`src/rtl/mem_access_unit.sv`:
```
// rtl/mem_access_unit.sv - load/store unit splitting accesses between data memory and a waited IO bus
// One request in flight at a time; results are registered single-cycle pulses with no backpressure.
module mem_access_unit #(
   parameter int unsigned DM_AW      = 12,
   parameter logic [15:0] IO_BASE    = 16'h3000,
   parameter int unsigned IO_TIMEOUT = 15
) (
   input  logic             clk,
   input  logic             rst,
   input  logic             in_valid,
   output logic             in_ready,
   input  logic             in_we,
   input  logic             in_re,
   input  logic [1:0]       in_size,
   input  logic             in_unsigned,
   input  logic [31:0]      in_addr,
   input  logic [31:0]      in_wdata,
   input  logic [4:0]       in_rw,
   input  logic             in_regwrite,
   input  logic             flush,
   output logic             dm_en,
   output logic [3:0]       dm_we,
   output logic [DM_AW-1:0] dm_addr,
   output logic [31:0]      dm_wdata,
   input  logic [31:0]      dm_rdata,
   output logic             io_req,
   output logic             io_we,
   output logic [29:0]      io_addr,
   output logic [31:0]      io_wdata,
   output logic [3:0]       io_be,
   input  logic [31:0]      io_rdata,
   input  logic             io_ack,
   output logic             out_valid,
   output logic [4:0]       out_rw,
   output logic             out_regwrite,
   output logic [31:0]      out_wdata,
   output logic             out_err
);

   typedef enum logic [1:0] {S_IDLE, S_DM_RD, S_IO_WAIT} state_t;

   localparam logic [7:0] LP_TO_LAST = 8'(IO_TIMEOUT - 1);

   state_t      r_state, w_state_nxt;
   logic [7:0]  r_wait;
   logic        r_flushed;
   logic [4:0]  r_rw;
   logic        r_regwrite;
   logic [1:0]  r_off;
   logic [1:0]  r_size;
   logic        r_unsigned;
   logic        r_is_load;
   logic        r_io_we;
   logic [29:0] r_io_addr;
   logic [31:0] r_io_wdata;
   logic [3:0]  r_io_be;

   logic        r_out_valid;
   logic [4:0]  r_out_rw;
   logic        r_out_regwrite;
   logic [31:0] r_out_wdata;
   logic        r_out_err;

   logic        w_accept, w_mem, w_store, w_is_io, w_misal;
   logic [3:0]  w_be;
   logic [31:0] w_wdata_sh;
   logic        w_res_valid, w_res_err, w_res_regwrite;
   logic [31:0] w_res_wdata;
   logic [4:0]  w_res_rw;

   function automatic logic [31:0] f_extract(input logic [31:0] rdata, input logic [1:0] off,
                                              input logic [1:0] size, input logic uns);
      logic [31:0] s;
      s = rdata >> {off, 3'b000};
      case (size)
         2'b00:   f_extract = uns ? {24'b0, s[7:0]}  : {{24{s[7]}}, s[7:0]};
         2'b01:   f_extract = uns ? {16'b0, s[15:0]} : {{16{s[15]}}, s[15:0]};
         default: f_extract = s;
      endcase
   endfunction

   assign in_ready   = (r_state == S_IDLE);
   assign w_accept   = in_valid && in_ready && !flush;
   assign w_mem      = in_we || in_re;
   assign w_store    = in_we;
   assign w_is_io    = (in_addr[15:0] >= IO_BASE);
   assign w_wdata_sh = in_wdata << {in_addr[1:0], 3'b000};

   // size 2'b11 is treated as a word access for both enables and alignment
   always_comb begin
      w_be    = 4'b1111;
      w_misal = 1'b0;
      case (in_size)
         2'b00: w_be = 4'b0001 << in_addr[1:0];
         2'b01: begin
            w_be    = in_addr[1] ? 4'b1100 : 4'b0011;
            w_misal = in_addr[0];
         end
         default: w_misal = (in_addr[1:0] != 2'b00);
      endcase
   end

   assign dm_en    = w_accept && w_mem && !w_misal && !w_is_io;
   assign dm_we    = (dm_en && w_store) ? w_be : 4'b0000;
   assign dm_addr  = in_addr[DM_AW+1:2];
   assign dm_wdata = w_wdata_sh;

   assign io_req   = (r_state == S_IO_WAIT);
   assign io_we    = r_io_we;
   assign io_addr  = r_io_addr;
   assign io_wdata = r_io_wdata;
   assign io_be    = r_io_be;

   always_ff @(posedge clk or negedge rst) begin
      if (!rst) r_state <= S_IDLE;
      else      r_state <= w_state_nxt;
   end

   always_comb begin
      w_state_nxt    = r_state;
      w_res_valid    = 1'b0;
      w_res_err      = 1'b0;
      w_res_regwrite = 1'b0;
      w_res_wdata    = 32'b0;
      w_res_rw       = r_rw;
      case (r_state)
         S_IDLE: begin
            w_res_rw = in_rw;
            if (w_accept) begin
               if (!w_mem) begin
                  w_res_valid    = 1'b1;
                  w_res_wdata    = in_addr;
                  w_res_regwrite = in_regwrite;
               end else if (w_misal) begin
                  w_res_valid = 1'b1;
                  w_res_err   = 1'b1;
               end else if (w_is_io) begin
                  w_state_nxt = S_IO_WAIT;
               end else if (w_store) begin
                  w_res_valid = 1'b1;
               end else begin
                  w_state_nxt = S_DM_RD;
               end
            end
         end
         S_DM_RD: begin
            w_state_nxt    = S_IDLE;
            w_res_valid    = !flush;
            w_res_wdata    = f_extract(dm_rdata, r_off, r_size, r_unsigned);
            w_res_regwrite = r_regwrite;
         end
         S_IO_WAIT: begin
            // ack wins over a timeout landing in the same cycle
            if (io_ack) begin
               w_state_nxt    = S_IDLE;
               w_res_valid    = !(r_flushed || flush);
               w_res_wdata    = r_is_load ? f_extract(io_rdata, r_off, r_size, r_unsigned) : 32'b0;
               w_res_regwrite = r_is_load && r_regwrite;
            end else if (r_wait == LP_TO_LAST) begin
               w_state_nxt = S_IDLE;
               w_res_valid = !(r_flushed || flush);
               w_res_err   = 1'b1;
            end
         end
         default: w_state_nxt = S_IDLE;
      endcase
   end

   always_ff @(posedge clk or negedge rst) begin
      if (!rst) begin
         r_wait     <= 8'd0;
         r_flushed  <= 1'b0;
         r_rw       <= 5'd0;
         r_regwrite <= 1'b0;
         r_off      <= 2'd0;
         r_size     <= 2'd0;
         r_unsigned <= 1'b0;
         r_is_load  <= 1'b0;
         r_io_we    <= 1'b0;
         r_io_addr  <= 30'd0;
         r_io_wdata <= 32'd0;
         r_io_be    <= 4'd0;
      end else begin
         if (r_state == S_IO_WAIT && w_state_nxt == S_IO_WAIT) r_wait <= r_wait + 8'd1;
         else                                                   r_wait <= 8'd0;
         if (w_accept) begin
            r_flushed  <= 1'b0;
            r_rw       <= in_rw;
            r_regwrite <= in_regwrite;
            r_off      <= in_addr[1:0];
            r_size     <= in_size;
            r_unsigned <= in_unsigned;
            r_is_load  <= in_re && !in_we;
            r_io_we    <= in_we;
            r_io_addr  <= in_addr[31:2];
            r_io_wdata <= w_wdata_sh;
            r_io_be    <= w_be;
         end else if (r_state == S_IO_WAIT && flush) begin
            r_flushed <= 1'b1;
         end
      end
   end

   always_ff @(posedge clk or negedge rst) begin
      if (!rst) begin
         r_out_valid    <= 1'b0;
         r_out_rw       <= 5'd0;
         r_out_regwrite <= 1'b0;
         r_out_wdata    <= 32'd0;
         r_out_err      <= 1'b0;
      end else begin
         r_out_valid <= w_res_valid;
         if (w_res_valid) begin
            r_out_rw       <= w_res_rw;
            r_out_regwrite <= w_res_regwrite;
            r_out_wdata    <= w_res_wdata;
            r_out_err      <= w_res_err;
         end
      end
   end

   assign out_valid    = r_out_valid;
   assign out_rw       = r_out_rw;
   assign out_regwrite = r_out_regwrite;
   assign out_wdata    = r_out_wdata;
   assign out_err      = r_out_err;

endmodule

```
`config.mk`:
```
export PLATFORM = sky130hd
export DESIGN_NAME = mem_access_unit
export DESIGN_NICKNAME = d
export VERILOG_FILES = /design/src/rtl/mem_access_unit.sv
export SDC_FILE = /design/constraint.sdc
export NUM_CORES = 1
export LEC_CHECK = 0
export CORE_MARGIN = 1
export CORE_UTILIZATION = 48
export CTS_CLUSTER_DIAMETER = 30
export CTS_CLUSTER_SIZE = 12
export DETAILED_ROUTE_END_ITERATION = 16
export GPL_TIMING_DRIVEN = 0
export PLACE_DENSITY = 0.84
export SYNTH_ARGS = -nofsm -noshare
export SYNTH_HDL_FRONTEND = slang
export SYNTH_SLANG_ARGS = --single-unit
```
`constraint.sdc`:
```
create_clock -name clk -period 3.5 [get_ports clk]
set_input_delay 0.525 -clock clk [delete_from_list [all_inputs] [get_ports clk]]
set_output_delay 0.525 -clock clk [all_outputs]
set_load 0.02 [all_outputs]
```
# After elaboration in Yosys (flattened, before gate mapping)

Index checks and enable logic that the tools add are counted.

Register bits: 130
Input port bits: 144
Output and inout port bits: 158
Logic and storage cells: 97

Add/subtract/negate cells: 1
Order comparisons: 1
Equal/unequal tests: 6
Shift-type cells: 4
Muxes and demuxes: 45
Reduce and logical (&&, ||, !) cells: 22

Operators by type and width:

| operator                                                                               | count |
|---|---|
| 32-bit two-way mux                                                                     | 8 |
| 32-bit one-hot mux with 2 select lines                                                 | 2 |
| 32-bit one-hot mux with 3 select lines                                                 | 1 |
| 32-bit by 5-bit >> shifter with 32-bit output                                          | 2 |
| 32-bit by 5-bit << shifter with 32-bit output                                          | 1 |
| 1-bit two-way mux                                                                      | 17 |
| 16-bit by 14-bit greater-or-equal comparator with 1-bit output (second input constant) | 1 |
| 2-bit two-way mux                                                                      | 7 |
| 1-bit logical AND                                                                      | 10 |
| 8-bit by 1-bit adder with 8-bit output (second input constant)                         | 1 |
| 8-bit by 4-bit == test with 1-bit output (second input constant)                       | 1 |
| 4-bit two-way mux                                                                      | 2 |
| 8-bit two-way mux                                                                      | 1 |
| 4-bit one-hot mux with 2 select lines                                                  | 1 |
| 2-bit by 1-bit == test with 1-bit output (second input constant)                       | 3 |
| 2-bit logical NOT                                                                      | 3 |
| 1-bit one-hot mux with 3 select lines                                                  | 2 |
| 1-bit logical NOT                                                                      | 5 |
| 5-bit two-way mux                                                                      | 1 |
| 2-bit == test (second input constant)                                                  | 2 |
| 1-bit one-hot mux with 2 select lines                                                  | 2 |
| 2-bit one-hot mux with 2 select lines                                                  | 1 |
| 2-bit nonzero test                                                                     | 2 |
| 1-bit by 2-bit << shifter with 4-bit output (first input constant)                     | 1 |
| 1-bit logical OR                                                                       | 2 |

# Depth between registers and ports, before layout

Gate-level depths: netlist (run 1).

Depth after elaboration: 9
Gate-level depth with buffers: 10
Depth with buffers taken out: 7

# Worst setup path before layout (run 1)

No wires, ideal clock.

Path kind: input port to output port
Start: input port flush
End: output port dm_we[0]
Arrival: 2183 ps
Required time: 2975 ps
Setup slack: 792 ps
Stages on the path: 7
Buffers on the path: 2
Cells stage by stage: or4b_1 -> buf_2 -> clkbuf_1 -> nor2_1 -> and3_1 -> nand2_1 -> nor2_1

Longest elaborated chain between the ends: 7

RTL lines:

| what                           | RTL line | source |
|---|---|---|
| start, declared                | 20       | `input logic flush,` |
| 1-bit logical NOT              | 83       | `assign w_accept = in_valid && in_ready && !flush;` |
| 1-bit logical AND              | 83       |  |
| 1-bit logical AND (3 in a row) | 103      | `assign dm_en = w_accept && w_mem && !w_misal && !w_is_io;` |
| via dm_en                      | 21       | `output logic dm_en,` |
| 1-bit logical AND              | 104      | `assign dm_we = (dm_en && w_store) ? w_be : 4'b0000;` |
| 4-bit two-way mux              | 104      |  |
| end, declared                  | 22       | `output logic [3:0] dm_we,` |

The timed path passes the listed nets, and every way through them passes these cells.

# Worst setup path after layout (run 1)

Start: input port in_addr[0]
End: output port dm_wdata[25]

Longest elaborated chain between the ends: 1

RTL lines:

| what                                          | RTL line | source |
|---|---|---|
| start, declared                               | 16       | `input logic [31:0] in_addr,` |
| 32-bit by 5-bit << shifter with 32-bit output | 87       | `assign w_wdata_sh = in_wdata << {in_addr[1:0], 3'b000};` |
| end, declared                                 | 24       | `output logic [31:0] dm_wdata,` |

No other way between the ends.

==> results of run 1 <==
-- final cells by class --
type	count	area, um2
Antenna cell	1	2.50
Buffer	72	380
Clock buffer	18	429
Clock inverter	14	203
Fill cell	1137	3790
Inverter	6	22.5
Multi-Input combinational cell	620	3940
Sequential cell	130	3250
Tap cell	211	264
Timing Repair Buffer	301	3030
-- kinds of logic (layout without fill, tap and decap cells) --
group | after synthesis | count (layout) | share of synthesized area
flops | 130 | 130 | 0.428
buf+inv | 79 | 411 | 0.0532
fa+ha+maj | 2 | 2 | 0.00329
compound gates | 170 | 170 | 0.155
other cells | 0 | 1 | 0
mux | 119 | 119 | 0.167
simple gates | 323 | 323 | 0.186
xor+xnor | 6 | 6 | 0.00692
-- Yosys cell counts (3+ instances only) --
| master | n |
|---|---|
| o31ai_1 | 5 |
| and2_1 | 15 |
| o22ai_1 | 12 |
| a21oi_1 | 28 |
| buf_6 | 4 |
| clkbuf_1 | 28 |
| xor2_1 | 4 |
| mux2_1 | 16 |
| buf_2 | 23 |
| nand2b_1 | 7 |
| a22o_1 | 11 |
| mux2i_1 | 74 |
| o32a_1 | 8 |
| buf_4 | 13 |
| dfrtp_1 | 130 |
| buf_1 | 5 |
| nor2_2 | 9 |
| a221oi_1 | 7 |
| nor2b_1 | 5 |
| mux2_2 | 27 |
| inv_1 | 6 |
| o211ai_1 | 7 |
| a31oi_1 | 4 |
| nand3_1 | 10 |
| o2bb2ai_1 | 14 |
| nand2_1 | 212 |
| o21ai_0 | 46 |
| o221ai_1 | 5 |
| nand4b_1 | 3 |
| o22a_1 | 3 |
| or2_1 | 3 |
| nor2_1 | 29 |
| nor3_1 | 19 |
-- worst paths after layout --
kind | start | end | slack (ps) | cells after the start
min in group clk | io_addr[9] | io_addr[9] | 470 | 2
setup / recovery | in_addr[0] | dm_wdata[25] | 110 | 6
hold reg to reg | io_addr[9] | io_addr[9] | 470 | 2
max in group asynchronous | rst | io_wdata[28] | 2670 | 2
setup reg to reg | r_state[1] | io_addr[6] | 560 | 6
hold / removal | rst | io_addr[9] | 80 | 1
-- report_power, final --
| group | internal [mW] | leakage (nW) | switching, mW |
|---|---|---|---|
| Clock | 1.20 | 0.306 | 0.732 |
| Sequential | 1.78 | 1.65 | 0.171 |
| Combinational | 1.01 | 3.12 | 1.20 |
| Total | 3.99 | 5.08 | 2.11 |
-- critical path, cell delays in order --
cell and delay (ps):
clkdlybuf4s50_1 550, buf_2 310, buf_2 380, mux2i_1 140, o21ai_2 290, clkdlybuf4s50_1 670
-- state kept, by name (all words and copies together) (netlist names), 2 cells and up --
| signal | flops |
|---|---|
| r_state | 2 |
| io_wdata | 32 |
| r_wait | 8 |
| out_wdata | 32 |
| io_addr | 30 |
| r_off | 2 |
| r_rw | 5 |
| out_rw | 5 |
| io_be | 4 |
| r_size | 2 |
-- through the flow --
step	setup TNS, ps	hold WS [ps]
finish	0	83.6
global route	0	123
CTS	0	114
detailed placement	-1230	462
global placement	-445690	453
floorplan	0	229
-- per-layer routing --
metal  track usage  wire length (um)
met4         0.150               964
met3         0.113              3060
met2         0.600             14100
met5             0                 0
met1         0.438             11300
==> results.sh, run 1 <==
export IMPL_status="complete, no violations"
export IMPL_place_inst=1341
export IMPL_hpwl_um=22100
export IMPL_drv_cap=0
export IMPL_post_cts_resize_count=7
export IMPL_post_drt_via_cell_ratio=5.69
export IMPL_yosys_area_top_type_share=0.428
export IMPL_routedWlPerCell_um=21.4
export IMPL_cts_sinks=130
export IMPL_htreeDepth=4
export IMPL_first_global_vias=7778
export IMPL_synthTopCellsByArea="dfrtp_1, nand2_1, mux2i_1"
export IMPL_detail_route_antenna_nets=0
export IMPL_final_instance_count_excl_fill=1373
export IMPL_die_x_um=128
export IMPL_drtIter0Drc=597
export IMPL_routed_wl_um=29400
export IMPL_yosys_area_top_type="dfrtp_1"
export IMPL_avgSynthCellArea_um2=9.16
export IMPL_power_total_mw=6.10
export IMPL_synth_seq_area_share=0.428
export IMPL_layout_nets=1294
export IMPL_design_area_um2=11500
export IMPL_mostFrequentLayoutCell="clkdlybuf4s50_1"
export IMPL_start_util=0.496
export IMPL_postCtsHoldBufs=0
export IMPL_num_vias=7815
export IMPL_syn2layout_area_growth_pct=51.7
export IMPL_p_per_area_nw_per_um2=529
export IMPL_gp_congestion=0.977
export IMPL_worst_pin_slew_ps=961
export IMPL_grt_overflow_total=0
export IMPL_rsz0062_at_grt="no"
export IMPL_synth_edf_count=0
export IMPL_most_common_layout_cells="clkdlybuf4s50_1, nand2_1, dfrtp_1"
export IMPL_end_kind="output pin"
export IMPL_worstPathRequired_ps=2970
export IMPL_clk_latency_ps=430
export IMPL_syn_cell_area_um2=7590
export IMPL_post_route_min_period_ps=3390
export IMPL_dieArea_um2=16300
export IMPL_grt_max_degree=68
export IMPL_fmax_mhz=295
export IMPL_worstSetupPathType="input pin to output pin"
export IMPL_leakagePower_nw=5.08
export IMPL_setup_viol=0
export IMPL_worstSetupStartpointType="input pin"
export IMPL_post_cts_setup_buffer_count=0
export IMPL_path_clk_slew_ps=60
export IMPL_hold_viol=0
export IMPL_placed_cell_area_um2=10900
export IMPL_drc_errors=0
export IMPL_first_pass_iters=5
export IMPL_postSynth_asyncResetShare=1.00
export IMPL_cp_data_arrival_time_ps=2870
export IMPL_io_pins=302
export IMPL_num_rows=45
export IMPL_utilization=0.752
export IMPL_synth_seq_cells=130
export IMPL_worst_slack_ps=109
export IMPL_root_buffer="clkbuf_16"
export IMPL_syn_inst=829
export IMPL_grt_pass1_wl_um=44000
export IMPL_antenna_found_initial=1
export IMPL_skew_ps=9.14
export IMPL_syn_nets=975
export IMPL_core_um2=15300
export IMPL_ys_flop_type="dfrtp_1"
export IMPL_finalCritPeriodShare=0.969
export IMPL_gr_usage_all_layers=0.362
export IMPL_ys_types=61
export IMPL_numCtsBuffers=17
export IMPL_worstPathMaxFanout=10
export IMPL_maxSlewHeadroom=0.355
export IMPL_pre_cts_ws_ps=-270
export IMPL_cts_tree="yes"
export IMPL_drive_gt1_frac=0.102
export IMPL_clock_path_buffers=2
export IMPL_slew_viol_final=0
export IMPL_io_buffers=300
export IMPL_ir_drop_mv=0.411
export IMPL_synth_warnings=0
export IMPL_die_y_um=128
export IMPL_hold_path_class="input pin to async pin"
No activity file was read; power rests on OpenSTA's default activity.
==> inputs of run 2 (changes only) <==
Settings changed: CTS_CLUSTER_SIZE 12 to default.
==> results of run 2 <==
Same layout as run 1: the final DEF is identical, and so are final timing and power.
==> inputs of run 3 (changes only) <==
Clock period 3.5 ns to 4 ns, I/O delays scaled along.
==> results.sh, run 3 (synthesis results as in run 1) <==
export IMPL_status="complete, no violations"
export IMPL_worstSetupStartpointType="input pin"
export IMPL_io_buffers=300
export IMPL_mostFrequentLayoutCell="clkdlybuf4s50_1"
export IMPL_first_global_vias=7781
export IMPL_core_um2=15300
export IMPL_fill_cells=1135
export IMPL_p_switching_mw=1.85
export IMPL_dieArea_um2=16300
export IMPL_die_y_um=128
export IMPL_worst_pin_slew_ps=992
export IMPL_num_rows=45
export IMPL_htreeDepth=4
export IMPL_power_share_clock=0.318
export IMPL_hold_viol=0
export IMPL_worstPathRequired_ps=3400
export IMPL_worstSetupPathType="input pin to output pin"
export IMPL_layout_nets=1294
export IMPL_root_buffer="clkbuf_16"
export IMPL_finalCritPeriodShare=0.982
export IMPL_cp_data_arrival_time_ps=3330
export IMPL_fmax_mhz=254
export IMPL_placed_cell_area_um2=10900
export IMPL_tns_ps=0
export IMPL_r2r_setup_slack_ps=1090
export IMPL_routed_wl_um=29400
export IMPL_slowest_stage="clkdlybuf4s50_1"
export IMPL_drv_cap=0
export IMPL_num_vias=7841
export IMPL_slowest_delay_ps=740
export IMPL_gr_usage_all_layers=0.363
export IMPL_start_util=0.496
export IMPL_post_drt_via_cell_ratio=5.71
export IMPL_gp_congestion=0.977
export IMPL_endpoint="dm_wdata[25]"
export IMPL_end_kind="output pin"
export IMPL_maxSlewHeadroom=0.334
export IMPL_die_x_um=128
export IMPL_power_total_mw=5.34
export IMPL_antenna_found_initial=1
export IMPL_clk_latency_ps=430
export IMPL_hold_path_class="input pin to async pin"
export IMPL_path_clk_slew_ps=60
export IMPL_routedWlPerCell_um=21.4
export IMPL_rsz0062_at_grt="no"
export IMPL_clock_path_buffers=2
export IMPL_p_per_area_nw_per_um2=463
export IMPL_drtIter0Drc=646
export IMPL_p_sw_frac=0.346
export IMPL_worstRegToRegCells=6
export IMPL_design_area_um2=11500
export IMPL_utilization=0.752
export IMPL_multi_input_area_um2=3940
export IMPL_io_pins=302
export IMPL_final_seq_area_um2=3250
export IMPL_p_int_mw=3.49
export IMPL_skew_ps=10.4
export IMPL_drc_errors=0
export IMPL_holdWs_ps=154
export IMPL_slew_viol_final=0
export IMPL_cts_sinks=130
export IMPL_power_frac_seq=0.319
export IMPL_grt_max_degree=68
export IMPL_syn2layout_area_growth_pct=51.7
export IMPL_grt_overflow_total=0
export IMPL_ir_drop_mv=0.359
export IMPL_crit_start="in_addr[0]"
export IMPL_most_common_layout_cells="clkdlybuf4s50_1, nand2_1, dfrtp_1"
export IMPL_first_pass_iters=5
export IMPL_combPwrFrac=0.363
export IMPL_grt_pass1_wl_um=44000
export IMPL_detail_route_antenna_nets=0
export IMPL_setup_viol=0
export IMPL_rr_startpoint="r_state[1]"
export IMPL_post_route_min_period_ps=3930
export IMPL_leakagePower_nw=5.07
export IMPL_numCtsBuffers=17
export IMPL_cp_cell_sequence="clkdlybuf4s50_1 -> buf_2 -> buf_2 -> mux2i_1 -> o21ai_0 -> clkdlybuf4s50_1"
export IMPL_cts_tree="yes"
export IMPL_drive_gt1_frac=0.102
export IMPL_worstPathMaxFanout=10
export IMPL_r2r_end="io_addr[6]"
export IMPL_hpwl_um=22100
run 3: area by class of cell:
class                   count  share of cell area
diodes                      1            0.000217
plain buffers              72              0.0328
clock buffers              18              0.0372
clock inverters            14              0.0176
inverters                   6             0.00195
multi-input cells         620               0.342
flip-flops and latches    130               0.282
well taps                 211              0.0229
repair buffers            301               0.263
run 3: routing by layer:
layer	share of wire	track usage	wire (um)	vias to the layer above
met5	0	0	0	-
met4	0.033	0.151	973	0
met3	0.10	0.113	3010	69
met2	0.48	0.600	14100	440
met1	0.38	0.438	11300	3783
li1	-	-	-	3549
run 3: worst min-delay path by stage:
stage / from / endpoint / slack, ps / cells after the start
global placement: r_regwrite / r_regwrite / 450 / 2
finish: rst / io_addr[9] / 150 / 1
detailed placement: r_rw[2] / r_rw[2] / 460 / 2
global route: rst / io_addr[9] / 200 / 1
CTS: rst / io_addr[9] / 190 / 1
floorplan: rst / io_addr[0] / 300 / 0
run 3: per-stage QoR:
step	worst slack [ps]	instances
floorplan	1140	829
global placement	-3000	1340
detailed placement	80.4	1341
CTS	80.8	1373
global route	42.9	1373
finish	70.5	1373
run 3: power by group through the flow:
stage          sequential (mW)  combinational [mW]  clock (mW)
3_3_place_gp              1.71                1.88           0
2_1_floorplan             1.97               0.696           0
5_1_grt                   1.73                2.04        1.77
4_1_cts                   1.70                1.92        1.71
6_report                  1.71                1.94        1.70
3_5_place_dp              1.72                1.90           0
run 3: what timing repair did:
item                                    CTS  global route
hold buffers                              0             0
buffers inserted                          0             0
gates resized for setup                   0             1
endpoints found under the setup margin    0             4
run 3: critical path, delay by kind of cell:
family                 cells  cell delay [ps]
muxes                      1              120
AOI/OAI and AO/OA          1              610
buffers and inverters      4             1990
